File: src/rtl/cart_header_parser.sv
// Captures the cartridge header while a ROM downloads, then decodes the region
// letters or nibble, resolves them against a priority order and reports ROM size.
module cart_header_parser #(
  parameter logic [1:0] DEFAULT_REGION = 2'b01
) (
  input  logic        iclk,
  input  logic        ireset,
  input  logic        iloading,
  input  logic        iwr,
  input  logic [26:0] iaddr,
  input  logic [15:0] idata,
  input  logic [1:0]  ipriority,
  output logic [1:0]  oregion,
  output logic        oregion_valid,
  output logic        osega_ok,
  output logic [24:0] orom_size,
  output logic        odone
);

  typedef enum logic [1:0] {IDLE, CAPTURE, DECODE, RESOLVE} state_t;

  state_t      state_q, state_d;
  logic        loading_q, loading_d;
  logic [15:0] sega0_q, sega0_d, sega1_q, sega1_d, region0_q, region0_d;
  logic [7:0]  region2_q, region2_d;
  logic [24:0] size_q, size_d;
  logic [2:0]  flags_q, flags_d;
  logic [1:0]  region_q, region_d;
  logic        valid_q, valid_d, sega_ok_q, sega_ok_d, done_q, done_d;
  logic [24:0] rom_size_q, rom_size_d;

  logic [27:0] end_addr;
  logic [24:0] end_sat;
  logic [7:0]  b0, b1, b2;
  logic        let_jp, let_us, let_eu, nib_ok;
  logic [3:0]  nib;
  logic [2:0]  flags_dec;
  logic [1:0]  res_region;
  logic        res_valid;

  assign end_addr = {1'b0, iaddr} + 28'd2;
  assign end_sat  = (end_addr > 28'h1FFFFFF) ? 25'h1FFFFFF : end_addr[24:0];

  // Flags are packed {eu, us, jp}; letters anywhere in 0x1F0..0x1F2 win over the nibble form.
  always_comb begin
    b0 = region0_q[15:8];
    b1 = region0_q[7:0];
    b2 = region2_q;
    let_jp = (b0 == 8'h4A) || (b1 == 8'h4A) || (b2 == 8'h4A);
    let_us = (b0 == 8'h55) || (b1 == 8'h55) || (b2 == 8'h55);
    let_eu = (b0 == 8'h45) || (b1 == 8'h45) || (b2 == 8'h45);
    nib_ok = 1'b0;
    nib    = 4'h0;
    if (b0 >= 8'h30 && b0 <= 8'h39) begin
      nib_ok = 1'b1;
      nib    = b0[3:0];
    end else if (b0 >= 8'h41 && b0 <= 8'h44) begin
      nib_ok = 1'b1;
      nib    = b0[3:0] + 4'd9;
    end else if (b0 == 8'h46) begin
      nib_ok = 1'b1;
      nib    = 4'hF;
    end
    if (let_jp || let_us || let_eu) flags_dec = {let_eu, let_us, let_jp};
    else if (nib_ok)                flags_dec = {nib[3], nib[2], nib[0]};
    else                            flags_dec = 3'b000;
  end

  always_comb begin
    res_valid  = |flags_q;
    res_region = DEFAULT_REGION;
    case (ipriority)
      2'b00: begin
        if (flags_q[1])      res_region = 2'b01;
        else if (flags_q[2]) res_region = 2'b10;
        else if (flags_q[0]) res_region = 2'b00;
      end
      2'b01: begin
        if (flags_q[2])      res_region = 2'b10;
        else if (flags_q[1]) res_region = 2'b01;
        else if (flags_q[0]) res_region = 2'b00;
      end
      2'b10: begin
        if (flags_q[1])      res_region = 2'b01;
        else if (flags_q[0]) res_region = 2'b00;
        else if (flags_q[2]) res_region = 2'b10;
      end
      default: begin
        if (flags_q[0])      res_region = 2'b00;
        else if (flags_q[1]) res_region = 2'b01;
        else if (flags_q[2]) res_region = 2'b10;
      end
    endcase
  end

  // A fresh download rise restarts capture from any state, aborting any pending decode.
  always_comb begin
    state_d    = state_q;
    loading_d  = iloading;
    sega0_d    = sega0_q;
    sega1_d    = sega1_q;
    region0_d  = region0_q;
    region2_d  = region2_q;
    size_d     = size_q;
    flags_d    = flags_q;
    region_d   = region_q;
    valid_d    = valid_q;
    sega_ok_d  = sega_ok_q;
    rom_size_d = rom_size_q;
    done_d     = 1'b0;
    if (iloading && !loading_q) begin
      state_d   = CAPTURE;
      sega0_d   = 16'h0000;
      sega1_d   = 16'h0000;
      region0_d = 16'h0000;
      region2_d = 8'h00;
      size_d    = 25'd0;
      flags_d   = 3'b000;
      valid_d   = 1'b0;
    end else begin
      case (state_q)
        CAPTURE: begin
          if (!iloading) begin
            state_d = DECODE;
          end else if (iwr) begin
            case (iaddr)
              27'h100: sega0_d   = idata;
              27'h102: sega1_d   = idata;
              27'h1F0: region0_d = idata;
              27'h1F2: region2_d = idata[15:8];
              default: ;
            endcase
            if (end_sat > size_q) size_d = end_sat;
          end
        end
        DECODE: begin
          flags_d = flags_dec;
          state_d = RESOLVE;
        end
        RESOLVE: begin
          region_d   = res_region;
          valid_d    = res_valid;
          sega_ok_d  = (sega0_q == 16'h5345) && (sega1_q == 16'h4741);
          rom_size_d = size_q;
          done_d     = 1'b1;
          state_d    = IDLE;
        end
        default: state_d = IDLE;
      endcase
    end
  end

  always_ff @(posedge iclk or posedge ireset) begin
    if (ireset) begin
      state_q    <= IDLE;
      loading_q  <= 1'b0;
      sega0_q    <= 16'h0000;
      sega1_q    <= 16'h0000;
      region0_q  <= 16'h0000;
      region2_q  <= 8'h00;
      size_q     <= 25'd0;
      flags_q    <= 3'b000;
      region_q   <= DEFAULT_REGION;
      valid_q    <= 1'b0;
      sega_ok_q  <= 1'b0;
      rom_size_q <= 25'd0;
      done_q     <= 1'b0;
    end else begin
      state_q    <= state_d;
      loading_q  <= loading_d;
      sega0_q    <= sega0_d;
      sega1_q    <= sega1_d;
      region0_q  <= region0_d;
      region2_q  <= region2_d;
      size_q     <= size_d;
      flags_q    <= flags_d;
      region_q   <= region_d;
      valid_q    <= valid_d;
      sega_ok_q  <= sega_ok_d;
      rom_size_q <= rom_size_d;
      done_q     <= done_d;
    end
  end

  assign oregion       = region_q;
  assign oregion_valid = valid_q;
  assign osega_ok      = sega_ok_q;
  assign orom_size     = rom_size_q;
  assign odone         = done_q;

endmodule
File: config.mk
export PLATFORM = sky130hd
export DESIGN_NAME = cart_header_parser
export DESIGN_NICKNAME = d
export VERILOG_FILES = /design/src/rtl/cart_header_parser.sv
export SDC_FILE = /design/constraint.sdc
export NUM_CORES = 1
export LEC_CHECK = 0
export BUFFER_PORTS_ARGS = -buffer_cell sky130_fd_sc_hd__buf_4
export CORE_ASPECT_RATIO = 1.2
export CORE_MARGIN = 1.5
export CORE_UTILIZATION = 50
export DETAILED_ROUTE_END_ITERATION = 10
export PLACE_DENSITY = 0.77
export SYNTH_ARGS = -nofsm -noshare
export SYNTH_HDL_FRONTEND = slang
export SYNTH_SLANG_ARGS = --single-unit
File: constraint.sdc
create_clock -name iclk -period 3.9 [get_ports iclk]
set_clock_uncertainty 0.15 [all_clocks]
set_input_delay 0.39 -clock iclk [delete_from_list [all_inputs] [get_ports iclk]]
set_output_delay 0.39 -clock iclk [all_outputs]
set_load 0.05 [all_outputs]
==> impl_metrics.ini, run 1 <==
[outcome]
status = complete, no violations

[clock_tree]
clock-root-buffer = clkbuf_16
numCtsBuffers = 17
ctsHoldBuffers = 0
cts_tree = yes
h-tree-depth = 4
clockBufferDepth = 2
cts_setup_buffers = 0
clk_pin_slew_ns = 0.06
worstSkewPairLatency_ns = 0.41
cts_resized = 0
clock_sinks = 117

[floorplan]
dieArea_um2 = 13400
io_pins = 79
die_x_um = 106
rows = 44
die_h_um = 126
initial_core_util = 0.520
core_um2 = 12200

[yosys]
ys.warnings.count = 0
synth_most_common_cell = dfrtp_1
syn_nets = 700
yosys-top-cells-area = dfrtp_1 (46%), mux2_2 (10%), ha_1 (5.7%), nand2_1 (4.4%), o21ai_0 (3.2%)
ys_async_sr_fraction = 1.00
avgSynthCellArea_um2 = 10.2
synth_ff_type = dfrtp_1
synth_cell_type_count = 61
ys_seq_area_frac = 0.461
syn_inst = 622
synth_seq_cells = 117
synth_top_area_frac = 0.457
synth-edff-count = 0
synth_area_um2 = 6350
synth_commonest_cells = dfrtp_1 (116), nand2_1 (75), mux2_2 (57)
synth.largest_area_cell = dfrtp_1

[critical_path]
path_cells = buf_4, nand4_1, or2_0, or4_4, xor2_1, nand2_1, ha_1, nand4_1, nor4_1, buf_4, o221ai_1, a31oi_4, buf_12, nor2_1, a211oi_1
end_kind = flop
required_ns = 4.06
start_kind = primary input
crit_slowest_cell = or4_4
crit_fanout = 18
crit_arrival_ns = 3.72
path_class = primary input to flop
slowest_delay_ns = 0.54

[routing]
wl_met2_um = 7830
wl_per_cell_um = 17.5
ant_nets = 0
via_per_inst = 5.79
first_pass_iters = 5
drt_iter0_drc = 238
dr_total_vias = 5136
met1_length_um = 6220
wl_met3_um = 959
dr.max_layer_used = met4
drt_wl_total_um = 15500
drcViolationCount = 0

[global_routing]
antenna_found_initial = 0
grt-ovfl-total = 0
grt_max_degree = 74
track_usage = 0.249
grt_pass1_vias = 5305
grt_pass1_wl_um = 26100

[power_and_ir_drop]
p_per_area_nw_per_um2 = 648
leakagePower_uw = 0.00347
finalPower_uw = 5070
ir_drop_mv = 0.351

[timing]
report.final.slew_viol_count = 0
max-slew-margin-rel = 0.406
setup_violations = 0
max_freq_ghz = 0.281
min_period_ns = 3.56
worstMarginPinSlew_ns = 0.891
hold_viol = 0
grt_setup_unrepaired = no
fin_setup_tns_ns = 0
fin_crit_sh = 0.913
fin_ws_ns = 0.340

[flow_run]
drv_cap = 0

[worst_hold_path]
hold_class = primary input to async pin

[place]
hpwl_um = 11200
dp_slack_ns = -0.0803
gp_congestion = 0.876
dp.cells = 855
io_buffer_count = 78

[cells_and_area]
fin_nets = 791
num-fill-cells = 969
area_growth_pct = 23.3
fin_util = 0.641
instances_no_fill = 887
diodes = 0
drive_above_1_share = 0.282
kinds of logic after synthesis:
logic type | after synthesis | synth area share
and+or+nand+nor | 205 | 0.178
AOI/OAI and AO/OA | 130 | 0.129
adders and majority gates | 29 | 0.0571
muxes | 59 | 0.105
xor gates and xnor gates | 21 | 0.0290
buffers and inverters | 61 | 0.0406
DFF | 117 | 0.461
power by group:
part | internal [uW] | leakage (uW) | switching, uW
Clock | 1050 | 0.000305 | 581
Combinational | 609 | 0.00166 | 1080
Sequential | 1550 | 0.00150 | 208
Total | 3200 | 0.00347 | 1870
worst max-delay path, delay by kind of cell:
kind	cells	cell delay, ns
buf+inv	3	0.49
xor+xnor	1	0.22
compound gates	3	0.62
simple gates	7	1.69
fa+ha+maj	1	0.31
cell type report:
| type | count | area [um^2] | share of cell area |
|---|---|---|---|
| timing repair buffer | 99 | 768 | 0.0981 |
| multi-input combinational | 444 | 3180 | 0.406 |
| clock inverter | 13 | 169 | 0.0216 |
| inverter | 34 | 130 | 0.0166 |
| sequential | 117 | 2930 | 0.374 |
| clock buffer | 19 | 453 | 0.0578 |
| tap | 161 | 201 | 0.0257 |
worst paths after layout:
path / startpoint / to / slack [ns] / depth (start not counted)
worst max-delay path: iaddr[12] / size_q[0] / 0.34 / 15
worst min-delay path: ireset / orom_size[8] / 0.004 / 2
worst max register to register: state_q[1] / sega0_q[13] / 0.69 / 8
worst min register to register: orom_size[11] / orom_size[11] / 0.33 / 2
max in group asynchronous: ireset / region0_q[12] / 2.71 / 3
min in group iclk: iloading / loading_q / 0.02 / 1
cells in the final DEF, fill, tap and decap left out, types with 3 or more instances in the layout:
| cell type | Yosys | layout |
|---|---|---|
| nor3_1 | 8 | 8 |
| inv_6 | 0 | 5 |
| a31oi_1 | 26 | 25 |
| nor3b_1 | 4 | 4 |
| nand2b_1 | 5 | 5 |
| bufinv_16 | 0 | 3 |
| nor2b_1 | 4 | 4 |
| ha_1 | 29 | 29 |
| o22ai_1 | 4 | 4 |
| nand4_1 | 16 | 16 |
| dfrtp_1 | 116 | 116 |
| a211oi_1 | 3 | 3 |
| xor2_1 | 13 | 13 |
| o21a_1 | 21 | 21 |
| a21oi_1 | 15 | 15 |
| o31ai_1 | 5 | 5 |
| nor2_1 | 17 | 17 |
| clkbuf_16 | 0 | 17 |
| nor4b_1 | 5 | 5 |
| and2_1 | 18 | 18 |
| mux2_2 | 57 | 57 |
| nor4_1 | 7 | 7 |
| xnor2_1 | 8 | 8 |
| buf_4 | 1 | 97 |
| a21o_1 | 3 | 3 |
| nor4bb_1 | 5 | 5 |
| o21ai_0 | 40 | 40 |
| nand3_1 | 20 | 20 |
| inv_1 | 34 | 33 |
| nand2_1 | 75 | 75 |
| o211ai_1 | 3 | 3 |
state kept, by name (all words and copies together) (netlist names):
| signal | cells |
|---|---|
| size_q | 25 |
| b2 | 8 |
| odone | 1 |
| sega0_q | 16 |
| sega1_q | 16 |
| loading_q | 1 |
| state_q | 2 |
| region0_q | 16 |
| orom_size | 25 |
| osega_ok | 1 |
| oregion | 2 |
| oregion_valid | 1 |
| flags_q | 3 |
per-stage QoR:
stage               area (um^2)  hold slack (ns)
floorplan                  6350            0.271
global placement           7210            0.315
detailed placement         7210            0.321
CTS                        7830           0.0148
global route               7830           0.0269
finish                     7830          0.00433
metal layers:
layer | vias to the layer above | GRT usage
met3 | 41 | 0.0658
met1 | 2490 | 0.297
met4 | 0 | 0.116
li1 | 2424 | -
met5 | - | 0
met2 | 181 | 0.419
Power figures use the tool's default switching activity.
==> inputs of run 2 (changes only) <==
- REMOVE_ABC_BUFFERS: not set -> 1
- TNS_END_PERCENT: not set -> 20
==> run 2 against run 1 <==
The flow now finishes with violations (negative hold slack); wire length rose by 1.8%; critical path depth fell by 1; setup slack got worse by 0.016 ns; clock power fell by 4%; register-to-register slack improved by 0.30 ns; non-clock buffer count fell by 8; sequential cell count did not move; die area did not move; critical path type unchanged; largest cell class unchanged; largest power group unchanged.
==> impl_metrics.ini, run 2 (same netlist as run 1, synthesis figures left out) <==
[critical_path]
start_kind = primary input
path_class = primary input to flop
required_ns = 4.05
crit_arrival_ns = 3.73
crit_slowest_cell = or4_4
path_cells = buf_4, nand4_4, or2_4, or4_4, xor2_1, nand2_1, ha_1, nand4_1, nor4_1, o221ai_1, a31oi_4, buf_12, a31oi_1, o21a_1
slowest_delay_ns = 0.49
end_kind = flop
crit_fanout = 26

[clock_tree]
worstSkewPairLatency_ns = 0.42
h-tree-depth = 4
numCtsBuffers = 17
cts_tree = yes
cts_setup_buffers = 0
clock-root-buffer = clkbuf_16
clockBufferDepth = 2
ctsHoldBuffers = 0
clk_pin_slew_ns = 0.06
cts_resized = 0
clock_sinks = 117

[timing]
hold_viol = 11
report.final.slew_viol_count = 0
max_freq_ghz = 0.280
setup_violations = 0
worstMarginPinSlew_ns = 0.870
fin_ws_ns = 0.324
min_period_ns = 3.58
whs_ns = -0.0203
fin_crit_sh = 0.917
max-slew-margin-rel = 0.420
grt_setup_unrepaired = no

[cells_and_area]
fin_nets = 783
layout_common_cells = dfrtp_1 (116), buf_4 (89), nand2_1 (74)
diodes = 0
area_growth_pct = 21.9
mostFrequentLayoutCell = dfrtp_1
drive_above_1_share = 0.274

[global_routing]
track_usage = 0.248
grt-ovfl-total = 0
antenna_found_initial = 0
grt_pass1_vias = 5173
grt_max_degree = 67
grt_pass1_wl_um = 26000

[power_and_ir_drop]
leakagePower_uw = 0.00341
switching_share = 0.378
clockPowerShare = 0.311
pwr-share-comb = 0.338
netSwitchingPower_uw = 1900
finalPower_uw = 5020
p_per_area_nw_per_um2 = 649
ir_drop_mv = 0.459
seq_power_share = 0.351
internal-power_uw = 3120

[routing]
drcViolationCount = 0
ant_nets = 0
wl_per_cell_um = 18.0
via_per_inst = 5.82
drt_wl_total_um = 15800
drt_iter0_drc = 320
first_pass_iters = 7
dr_total_vias = 5118

[flow_run]
drv_cap = 0

[place]
dp_slack_ns = -0.0929
gp_congestion = 0.953
io_buffer_count = 78
hpwl_um = 11500

[floorplan]
dieArea_um2 = 13400
core_um2 = 12200
die_x_um = 106
io_pins = 79
rows = 44
die_h_um = 126
initial_core_util = 0.520

[outcome]
status = complete, but fails checks
violations = negative hold slack

[worst_hold_path]
hold_class = primary input to async pin
==> run 2: changes by cell type in the layout (fill, tap and decap cells not counted) <==
cell / change
buf_4: -8
bufinv_16: -1
clkbuf_1: +1
clkbuf_8: -1
clkinv_4: +2
inv_6: -1
nand2_1: -1
nand2_2: +1
==> run 2: per-stage QoR <==
step / util / hold slack [ns] / instance area [um^2] / std cells / TNS [ns]
2_1_floorplan: - / 0.271 / 6220 / 595 / -29.21
6_report: 0.633 / -0.0203 / 7740 / 879 / 0
3_5_place_dp: 0.585 / 0.326 / 7150 / 847 / -1.58
5_1_grt: 0.633 / 0.0274 / 7740 / 879 / 0
3_3_place_gp: 0.585 / 0.317 / 7150 / 847 / 0
4_1_cts: 0.633 / 0.0122 / 7740 / 879 / 0
==> run 2: worst paths after layout <==
check	startpoint	to	slack, ns	cells past startpoint
worst max-delay path	iaddr[4]	size_q[22]	0.32	14
worst min-delay path	ireset	orom_size[6]	-0.02	2
worst max register to register	state_q[1]	sega0_q[1]	0.99	8
worst min register to register	orom_size[7]	orom_size[7]	0.33	2
max in group asynchronous	ireset	oregion[0]	2.59	3
min in group iclk	iloading	loading_q	0.03	1
==> run 2: area by class of cell <==
| type | count | area (um^2) |
|---|---|---|
| clock inverter | 13 | 148 |
| inverter | 34 | 130 |
| fill | 988 | 4480 |
| tap | 161 | 201 |
| timing repair buffer | 91 | 708 |
| sequential | 117 | 2930 |
| multi-input combinational | 444 | 3180 |
| clock buffer | 19 | 443 |
==> run 2: routing by layer <==
metal	vias up	share of wire	wire (um)	GRT usage
met4	0	0.016	256	0.0763
met3	29	0.054	854	0.0524
met1	2515	0.40	6360	0.305
li1	2409	-	-	-
met2	165	0.53	8310	0.437
met5	-	0	0	0
==> run 2: critical path: cells and delay by family <==
family	cells	cell delay, ns
XOR/XNOR	1	0.23
AO/OA/AOI/OAI	4	0.78
AND/OR/NAND/NOR	6	1.64
adder cells (fa/ha/maj)	1	0.33
buffers and inverters	2	0.34
==> run 2: power groups by stage <==
| stage | Combinational, uW | Clock [uW] | Sequential (uW) |
|---|---|---|---|
| after floorplan | 670 | 0 | 2220 |
| after global placement | 1660 | 0 | 1760 |
| after detailed placement | 1700 | 0 | 1780 |
| after CTS | 1710 | 1570 | 1760 |
| after global routing | 1840 | 1630 | 1810 |
| final | 1700 | 1560 | 1760 |
==> inputs of run 3 (changes only) <==
- PLACE_DENSITY: 0.77 -> 0.7
==> run 3 against run 2 <==
The run still ends with negative hold slack left; sequential power hardly changed; highest routed layer unchanged; design area hardly changed; first-iteration DRC count is 10% lower; critical endpoint is now size_q[0].
==> impl_metrics.ini, run 3 (same netlist as run 1, synthesis figures left out) <==
[clock_tree]
ctsHoldBuffers = 0
clockBufferDepth = 2
cts_tree = yes
h-tree-depth = 4
cts_setup_buffers = 0
numCtsBuffers = 17
worstSkewPairLatency_ns = 0.41
clock-root-buffer = clkbuf_16
cts_resized = 0
clk_pin_slew_ns = 0.06
clock_sinks = 117

[critical_path]
crit_fanout = 26
start_kind = primary input
reg2reg_slack_ns = 1.03
reg2reg_to = sega0_q[8]
crit_family = simple AND/OR/NAND/NOR gates
path_class = primary input to flop
crit_slowest_cell = or4_4
required_ns = 4.07
worst-path-buf-inv = 2
r2r_start = state_q[1]
crit_path_end = size_q[0]
startpoint = iaddr[8]
worst-path-stages = 14
crit_arrival_ns = 3.67
end_kind = flop
worstRegToRegCells = 8
slowest_delay_ns = 0.54
path_cells = buf_4, nand3_2, or2_0, or4_4, xor2_1, nand2_1, ha_1, nand4_1, nor4_1, o221ai_1, a31oi_4, buf_12, nor2_1, a211oi_1

[timing]
max-slew-margin-rel = 0.440
min_period_ns = 3.51
report.final.slew_viol_count = 0
setup_violations = 0
grt_setup_unrepaired = no
fin_crit_sh = 0.899
max_freq_ghz = 0.285
worstMarginPinSlew_ns = 0.840
fin_ws_ns = 0.392
whs_ns = -0.00292
fin_setup_tns_ns = 0
hold_viol = 1

[place]
gp_congestion = 0.954
dp_slack_ns = 0.0226
place_area_um2 = 7150
hpwl_um = 11100
io_buffer_count = 78

[routing]
drt_wl_total_um = 15200
dr_total_vias = 4941
drcViolationCount = 0
via_per_inst = 5.63
ant_nets = 0
drt_iter0_drc = 287
wl_per_cell_um = 17.3
first_pass_iters = 5

[cells_and_area]
final_cell_area_um2 = 7740
fin_util = 0.633
fin_nets = 781
layout_common_cells = dfrtp_1 (116), buf_4 (86), nand2_1 (74)
mostFrequentLayoutCell = dfrtp_1
area_growth_pct = 21.9
diodes = 0
drive_above_1_share = 0.274
num-fill-cells = 1004

[floorplan]
io_pins = 79
core_um2 = 12200
die_h_um = 126
dieArea_um2 = 13400
rows = 44
initial_core_util = 0.520
die_x_um = 106

[global_routing]
grt-ovfl-total = 0
grt_pass1_vias = 5039
antenna_found_initial = 0
grt_pass1_wl_um = 24900
track_usage = 0.238
grt_max_degree = 70

[power_and_ir_drop]
leakagePower_uw = 0.00340
ir_drop_mv = 0.352
p_per_area_nw_per_um2 = 648

[flow_run]
drv_cap = 0

[worst_hold_path]
hold_class = primary input to async pin

[outcome]
status = complete, but fails checks
violations = negative hold slack
==> run 3: cell types whose count changed in the layout (fill, tap and decap cells not counted), sizes merged <==
cell | before | now
inv | 38 | 41
buf | 91 | 89
clkbuf | 19 | 17
clkinv | 6 | 3
clkinvlp | 1 | 3
==> run 3: worst register-to-register path, cell delays in order, from the launching register on <==
cell      delay (ns)
dfrtp_1         0.40
inv_1           0.10
ha_1            0.30
nor4bb_1        0.28
and4_1          0.26
nand3_1         0.11
o21ai_0         0.24
nand2_1         0.46
mux2_2          0.45
==> run 3: report_power, final <==
part           internal (uW)  leakage [uW]  total [uW]  switching (uW)
Clock                    956      0.000284        1570             611
Sequential              1550       0.00150        1760             216
Combinational            602       0.00161        1680            1080
Total                   3110       0.00340        5010            1910
==> run 3: metrics by stage <==
step / hold slack (ns) / total power (uW) / std cells
finish: -0.00292 / 5010 / 877
global route: 0.0334 / 5280 / 877
CTS: 0.0283 / 5050 / 877
detailed placement: 0.326 / 3470 / 845
global placement: 0.315 / 3410 / 845
floorplan: 0.271 / 2890 / 595
==> run 3: worst min-delay path by stage <==
stage | to | cells after the start
4_1_cts | orom_size[7] | 2
5_1_grt | loading_q | 1
3_3_place_gp | orom_size[16] | 2
3_5_place_dp | orom_size[23] | 2
6_report | orom_size[7] | 2
2_1_floorplan | loading_q | 0
==> run 3: final cells by class <==
type / instances / area [um^2] / share of cell area
inverter: 34 / 130 / 0.0168
timing repair buffer: 89 / 706 / 0.0911
tap: 161 / 201 / 0.0260
sequential: 117 / 2930 / 0.378
clock buffer: 17 / 425 / 0.0549
multi-input combinational: 444 / 3180 / 0.411
clock inverter: 15 / 169 / 0.0218
==> run 3: metal layers <==
layer | global-route usage | vias up | wire length, um
met1 | 0.302 | 2397 | 6510
met2 | 0.404 | 114 | 7750
met5 | 0 | - | 0
met4 | 0.0906 | 0 | 297
met3 | 0.0468 | 22 | 601
li1 | - | 2408 | -
